**config.mk**
```make
export PLATFORM = sky130hd
export DESIGN_NAME = data_mem_responder_flat
export DESIGN_NICKNAME = d
export VERILOG_FILES = /design/src/rtl/data_mem_responder_if.sv /design/src/rtl/data_mem_responder.sv /design/src/flat_wrapper.sv
export SDC_FILE = /design/constraint.sdc
export NUM_CORES = 1
export LEC_CHECK = 0
export ABC_AREA = 1
export BUFFER_PORTS_ARGS = -buffer_cell sky130_fd_sc_hd__clkbuf_2
export CORE_UTILIZATION = 45
export CTS_CLUSTER_DIAMETER = 80
export DETAILED_ROUTE_END_ITERATION = 16
export PLACE_DENSITY = 0.75
export RECOVER_POWER = 100
export SLEW_MARGIN = 40
export SYNTH_ARGS = -nofsm -noshare
export SYNTH_HDL_FRONTEND = slang
export SYNTH_SLANG_ARGS = --single-unit
```
**constraint.sdc**
```tcl
create_clock -name clk_in -period 4.35 [get_ports clk_in]
set_input_delay 0.87 -clock clk_in [delete_from_list [all_inputs] [get_ports clk_in]]
set_output_delay 0.87 -clock clk_in [all_outputs]
set_load 0.01 [all_outputs]
```
**src/rtl/data_mem_responder_if.sv**
```systemverilog
// ============================================================================
// Module      : data_mem_responder_if
// Description : CPU-side data memory bus between the initiator and the
//               data memory responder.
// Revision    : 1.0 - initial release
// ============================================================================
`default_nettype none
`timescale 1ns/1ps

interface data_mem_responder_if;
    logic [31:0] addr;
    logic [1:0]  mem_width;
    logic        dispatch_read;
    logic        dispatch_write;
    logic [31:0] write_data;
    logic [31:0] read_data;
    logic        busy;
    logic        err_out;

    modport master (
        output addr, mem_width, dispatch_read, dispatch_write, write_data,
        input  read_data, busy, err_out
    );

    modport slave (
        input  addr, mem_width, dispatch_read, dispatch_write, write_data,
        output read_data, busy, err_out
    );
endinterface

`default_nettype wire

```
**src/rtl/data_mem_responder.sv**
```systemverilog
// ============================================================================
// Module      : data_mem_responder
// Description : Target end of the data memory bus. Turns one-cycle read/write
//               dispatches into BYTE/WORD/DWORD accesses on a byte-enabled
//               synchronous BRAM with configurable read latency.
// Revision    : 1.0 - initial release
// ============================================================================
`default_nettype none
`timescale 1ns/1ps

module data_mem_responder #(
    parameter int ADDR_WIDTH   = 14,
    parameter int READ_LATENCY = 2
) (
    input  logic                  clk_in,
    input  logic                  rst_in,
    data_mem_responder_if.slave   bus,
    output logic [ADDR_WIDTH-1:0] bram_addr,
    output logic                  bram_en,
    output logic [3:0]            bram_we,
    output logic [31:0]           bram_din,
    input  logic [31:0]           bram_dout
);

    localparam logic [1:0] c_BYTE  = 2'd0;
    localparam logic [1:0] c_WORD  = 2'd1;

    localparam logic [1:0] c_S_IDLE       = 2'd0;
    localparam logic [1:0] c_S_RD_WAIT    = 2'd1;
    localparam logic [1:0] c_S_RD_CAPTURE = 2'd2;
    localparam logic [1:0] c_S_WR         = 2'd3;

    localparam logic [2:0] c_LATENCY = 3'(READ_LATENCY);

    logic [1:0]            r_state, w_state_nxt;
    logic [2:0]            r_count, w_count_nxt;
    logic [1:0]            r_lane, w_lane_nxt;
    logic [1:0]            r_width, w_width_nxt;
    logic                  r_oor, w_oor_nxt;
    logic [31:0]           r_read_data, w_read_data_nxt;
    logic                  r_err, w_err_nxt;
    logic [ADDR_WIDTH-1:0] w_bram_addr_nxt;
    logic                  w_bram_en_nxt;
    logic [3:0]            w_bram_we_nxt;
    logic [31:0]           w_bram_din_nxt;

    logic                  w_dispatch;
    logic                  w_misalign;
    logic                  w_oor;
    logic [1:0]            w_lane;
    logic [3:0]            w_size_mask;
    logic [31:0]           w_rd_mask;
    logic [31:0]           w_rd_shifted;

    assign w_dispatch = bus.dispatch_read | bus.dispatch_write;
    assign w_oor      = (bus.addr >> (ADDR_WIDTH + 2)) != 32'd0;

    // Misaligned WORD/DWORD addresses are forced down to their natural alignment.
    always_comb begin
        w_misalign  = 1'b0;
        w_lane      = 2'd0;
        w_size_mask = 4'b1111;
        case (bus.mem_width)
            c_BYTE: begin
                w_lane      = bus.addr[1:0];
                w_size_mask = 4'b0001;
            end
            c_WORD: begin
                w_misalign  = bus.addr[0];
                w_lane      = {bus.addr[1], 1'b0};
                w_size_mask = 4'b0011;
            end
            default: begin
                w_misalign  = bus.addr[1:0] != 2'd0;
            end
        endcase
    end

    always_comb begin
        w_rd_mask = 32'hFFFF_FFFF;
        case (r_width)
            c_BYTE:  w_rd_mask = 32'h0000_00FF;
            c_WORD:  w_rd_mask = 32'h0000_FFFF;
            default: w_rd_mask = 32'hFFFF_FFFF;
        endcase
    end

    assign w_rd_shifted = bram_dout >> {r_lane, 3'b000};

    always_comb begin
        w_state_nxt     = r_state;
        w_count_nxt     = r_count;
        w_lane_nxt      = r_lane;
        w_width_nxt     = r_width;
        w_oor_nxt       = r_oor;
        w_read_data_nxt = r_read_data;
        w_err_nxt       = r_err;
        w_bram_addr_nxt = bram_addr;
        w_bram_en_nxt   = bram_en;
        w_bram_we_nxt   = bram_we;
        w_bram_din_nxt  = bram_din;
        case (r_state)
            c_S_IDLE: begin
                if (w_dispatch) begin
                    w_lane_nxt      = w_lane;
                    w_width_nxt     = bus.mem_width;
                    w_oor_nxt       = w_oor;
                    w_bram_addr_nxt = bus.addr[ADDR_WIDTH+1:2];
                    w_bram_en_nxt   = 1'b1;
                    if ((bus.dispatch_read && bus.dispatch_write) || w_misalign || w_oor)
                        w_err_nxt = 1'b1;
                    // A write wins over a simultaneous read.
                    if (bus.dispatch_write) begin
                        w_bram_we_nxt  = w_oor ? 4'b0000 : (w_size_mask << w_lane);
                        w_bram_din_nxt = bus.write_data << {w_lane, 3'b000};
                        w_state_nxt    = c_S_WR;
                    end else begin
                        w_bram_we_nxt  = 4'b0000;
                        w_count_nxt    = c_LATENCY;
                        w_state_nxt    = c_S_RD_WAIT;
                    end
                end
            end
            c_S_RD_WAIT: begin
                w_bram_en_nxt = 1'b0;
                if (w_dispatch)
                    w_err_nxt = 1'b1;
                if (r_count == 3'd1)
                    w_state_nxt = c_S_RD_CAPTURE;
                w_count_nxt = r_count - 3'd1;
            end
            c_S_RD_CAPTURE: begin
                if (w_dispatch)
                    w_err_nxt = 1'b1;
                w_read_data_nxt = r_oor ? 32'd0 : (w_rd_shifted & w_rd_mask);
                w_state_nxt     = c_S_IDLE;
            end
            default: begin
                if (w_dispatch)
                    w_err_nxt = 1'b1;
                w_bram_en_nxt = 1'b0;
                w_bram_we_nxt = 4'b0000;
                w_state_nxt   = c_S_IDLE;
            end
        endcase
    end

    always_ff @(posedge clk_in or negedge rst_in) begin
        if (!rst_in) begin
            r_state     <= c_S_IDLE;
            r_count     <= 3'd0;
            r_lane      <= 2'd0;
            r_width     <= 2'd0;
            r_oor       <= 1'b0;
            r_read_data <= 32'd0;
            r_err       <= 1'b0;
            bram_addr   <= '0;
            bram_en     <= 1'b0;
            bram_we     <= 4'b0000;
            bram_din    <= 32'd0;
        end else begin
            r_state     <= w_state_nxt;
            r_count     <= w_count_nxt;
            r_lane      <= w_lane_nxt;
            r_width     <= w_width_nxt;
            r_oor       <= w_oor_nxt;
            r_read_data <= w_read_data_nxt;
            r_err       <= w_err_nxt;
            bram_addr   <= w_bram_addr_nxt;
            bram_en     <= w_bram_en_nxt;
            bram_we     <= w_bram_we_nxt;
            bram_din    <= w_bram_din_nxt;
        end
    end

    assign bus.busy      = w_dispatch | (r_state != c_S_IDLE);
    assign bus.read_data = r_read_data;
    assign bus.err_out   = r_err;

endmodule

`default_nettype wire

```
**src/flat_wrapper.sv**
```systemverilog
// flat-port wrapper written by rule: the top's interface ports become plain ports
module data_mem_responder_flat 
#(
    parameter int ADDR_WIDTH   = 14,
    parameter int READ_LATENCY = 2
)
  (clk_in, rst_in, bram_addr, bram_en, bram_we, bram_din, bram_dout, bus_addr, bus_mem_width, bus_dispatch_read, bus_dispatch_write, bus_write_data, bus_read_data, bus_busy, bus_err_out);
  data_mem_responder_if bus_i ();
  input  logic clk_in;
  input  logic rst_in;
  output logic [ADDR_WIDTH-1:0] bram_addr;
  output logic bram_en;
  output logic [3:0] bram_we;
  output logic [31:0] bram_din;
  input  logic [31:0] bram_dout;
  input wire logic [$bits(bus_i.addr)-1:0] bus_addr;
  input wire logic [$bits(bus_i.mem_width)-1:0] bus_mem_width;
  input wire logic [$bits(bus_i.dispatch_read)-1:0] bus_dispatch_read;
  input wire logic [$bits(bus_i.dispatch_write)-1:0] bus_dispatch_write;
  input wire logic [$bits(bus_i.write_data)-1:0] bus_write_data;
  output wire logic [$bits(bus_i.read_data)-1:0] bus_read_data;
  output wire logic [$bits(bus_i.busy)-1:0] bus_busy;
  output wire logic [$bits(bus_i.err_out)-1:0] bus_err_out;
  assign bus_i.addr = bus_addr;
  assign bus_i.mem_width = bus_mem_width;
  assign bus_i.dispatch_read = bus_dispatch_read;
  assign bus_i.dispatch_write = bus_dispatch_write;
  assign bus_i.write_data = bus_write_data;
  assign bus_read_data = bus_i.read_data;
  assign bus_busy = bus_i.busy;
  assign bus_err_out = bus_i.err_out;
  data_mem_responder #(.ADDR_WIDTH(ADDR_WIDTH), .READ_LATENCY(READ_LATENCY)) u_core (.clk_in(clk_in), .rst_in(rst_in), .bus(bus_i), .bram_addr(bram_addr), .bram_en(bram_en), .bram_we(bram_we), .bram_din(bram_din), .bram_dout(bram_dout));
endmodule
```
==> results.py <==
metrics = {
    "timing": {
        "setup_tns_ns": 0,
        "maxSlewHeadroom": -0.331,
        "grt_setup_unrepaired": "no",
        "finalHoldViolations": 0,
        "fin_crit_sh": 0.702,
        "period_needed_ns": 3.05,
        "timing_max_transition_violations_final": 82,
        "worst_hold_slack_ns": 0.479,
        "achievable-frequency_mhz": 327,
        "finalSetupViolCount": 0,
        "worst_pin_slew_ns": 2.00,
        "skew_ns": 0.0179,
    },
    "setup_path": {
        "critical_path_peak_fanout": 33,
        "critical_path_start_type": "register",
        "setup.worst_path.class": "register to register",
        "cp-end-kind": "register",
        "worst-endpoint-required_ns": 4.64,
        "worstPathArrival_ns": 3.34,
    },
    "clocking": {
        "post_cts.repair.setup_buffers": 0,
        "clk-insertion-delay-late_ns": 0.37,
        "cts.sink_count": 94,
        "cts.root.buffer_cell": "clkbuf_8",
        "maximum_buffer_depth_of_the_clock_tree": 2,
        "cts_tree": "done",
        "htree_levels": 3,
        "clkTransAtPathRegs_ns": 0.10,
        "cts_hold_buffers": 0,
        "post_cts_resize_count": 0,
        "cts_inserted_buffers": 9,
    },
    "final_layout": {
        "finalNetCount": 911,
        "finish.cell_count_without_fillers": 944,
        "final_cell_mix": "nand2_1 (272), clkbuf_2 (101), dfrtp_1 (93)",
        "layout.cells.most_common": "nand2_1",
        "area_delta_synth_final_pct": 22.0,
        "final_layout_size_suffix_gt1_frac": 0.168,
        "fill_cells": 1057,
        "number_of_antenna_diodes": 0,
    },
    "global_route": {
        "antenna_found_initial": 0,
        "number_of_global_route_vias_before_repair": 4541,
        "grt_pass1_wl_mm": 21.8,
        "gr-usage-all-layers": 0.252,
        "leftover_overflow_at_the_end_of_global_routing": 0,
        "grt_start_max_net_pins": 82,
    },
    "yosys": {
        "yosys.cell_types.count": 29,
        "synthesized_net_count": 737,
        "fraction_of_registers_with_async_set_reset": 1.00,
        "post_synth_main_area_contributors": "dfrtp_1 (49%), nand2_1 (21%), nand3_1 (7.7%)",
        "yosysWarningCount": 0,
        "yosys_most_used_dff": "dfrtp_1",
        "synth_cells": 629,
        "synth_largest_type_area_fraction": 0.494,
        "flip_flop_and_latch_count_after_synthesis": 94,
        "postSynthAreaPerCell_um2": 7.56,
        "synth-edff-count": 0,
        "netlist.top_cell.by_area": "dfrtp_1",
        "seq_area_frac_synth": 0.494,
        "syn-cell-area_um2": 4760,
    },
    "placed_design": {
        "buffers_on_ports": 186,
        "routabilityCongestion": 0.902,
        "dp_hpwl_mm": 9.61,
        "numPlacedInstances": 928,
    },
    "die": {
        "die_outline_height_um": 105,
        "rows": 37,
        "coreArea_um2": 10300,
        "initial_core_util": 0.463,
        "die_area_um2": 11000,
        "dieWidth_um": 105,
        "top_level_ports": 187,
    },
    "drt": {
        "detail_route.iter0.violations": 307,
        "postRouteAntennaNets": 0,
        "vias_per_cell": 5.09,
        "detailed_routing_iterations_pass_1": 5,
        "detail_route.wl_per_cell_um": 14.2,
        "route.vias.total": 4803,
        "finalWirelength_mm": 13.4,
        "drc": 0,
    },
    "run_status": {
        "violations_in_the_final_reports": "capacitance limit, slew limit",
        "outcome": "complete, but fails checks",
    },
    "power": {
        "vdd_drop_max_mv": 0.235,
        "power-per-cell-area_nw_per_um2": 629,
        "power_w": 0.00365,
        "leakagePower_nw": 3.14,
    },
    "min_path": {
        "min-delay-path-class": "register to register",
    },
    "flow_run": {
        "max_cap_violations": 1,
    },
}
-- logic make-up (layout without fill, tap and decap cells) --
logic type      count (synthesis)  count (layout)  synth area share
simple gates                  387             387             0.344
flops                          94              94             0.494
xor+xnor                        1               1           0.00184
fa+ha+maj                       6               6            0.0158
buf+inv                        74             253            0.0668
compound gates                 67              67            0.0773
-- worst max-delay path, cell delays in order (launching register included) --
cell and delay (ns):
dfrtp_1 0.39, inv_1 0.13, ha_1 0.26, nand2_1 0.71, inv_1 0.63, nand2_1 0.33, nor2_1 0.23, inv_1 0.12
o21ai_0 0.17
-- cell type report --
cell class | instances | area [µm²] | area share
repair buffers | 188 | 832 | 0.143
flip-flops and latches | 94 | 2350 | 0.405
inverters | 49 | 184 | 0.0317
well taps | 136 | 170 | 0.0293
clock inverters | 6 | 92.6 | 0.0159
clock buffers | 10 | 138 | 0.0237
multi-input cells | 461 | 2040 | 0.351
-- stage by stage --
step	cell area, µm²	setup WS (ns)	utilization
final	5810	1.30	0.565
after global routing	5810	0.935	0.565
after detailed placement	5750	1.83	0.559
after floorplan	4760	2.31	-
after CTS	5980	1.96	0.581
after global placement	5740	1.89	0.559
-- worst paths after layout --
path	endpoint	slack, ns	depth (start not counted)	start
max	u_core.bram_din[6]	1.30	8	u_core.r_state[1]
min reg2reg	u_core.bram_addr[9]	0.48	2	u_core.bram_addr[9]
max reg2reg	u_core.bram_din[6]	1.30	8	u_core.r_state[1]
min in group asynchronous	u_core.bram_addr[1]	1.06	1	rst_in
max in group asynchronous	u_core.bus.read_data[0]	1.74	2	rst_in
min	u_core.bram_addr[9]	0.48	2	u_core.bram_addr[9]
-- metal layers --
layer,share of wire,global-route usage,up-vias
met5,0,0,-
met4,0.017,0.109,0
met3,0.077,0.0349,17
met2,0.47,0.422,237
met1,0.43,0.326,2216
li1,-,-,2333
-- sequential cells by signal, indices dropped and copies added (netlist names), 2 cells and up --
signal	flops
u_core.bram_we	4
u_core.r_lane	2
u_core.r_width	2
u_core.r_state	2
u_core.bram_addr	14
u_core.bus.read_data	32
u_core.r_count	3
u_core.bram_din	32
-- synth_stat cells, types with 2 or more instances --
library cell and instances:
a21oi_1 10, buf_2 11, buf_4 5, clkbuf_1 7, dfrtp_1 94, ha_1 6
inv_1 44, inv_2 5, nand2_1 270, nand2_2 2, nand2_4 2, nand3_1 73
nor2_1 24, nor2_4 3, o211ai_1 2, o21ai_0 45, o21ai_1 2, o21ai_2 6
or2_2 8
-- report_power, final --
group          switching (W)  internal, W  leakage (nW)
Sequential          0.000253      0.00124          1.20
Clock               0.000323     0.000343         0.109
Combinational       0.000999     0.000493          1.83
Note: power is estimated with default switching activity, not from simulation.
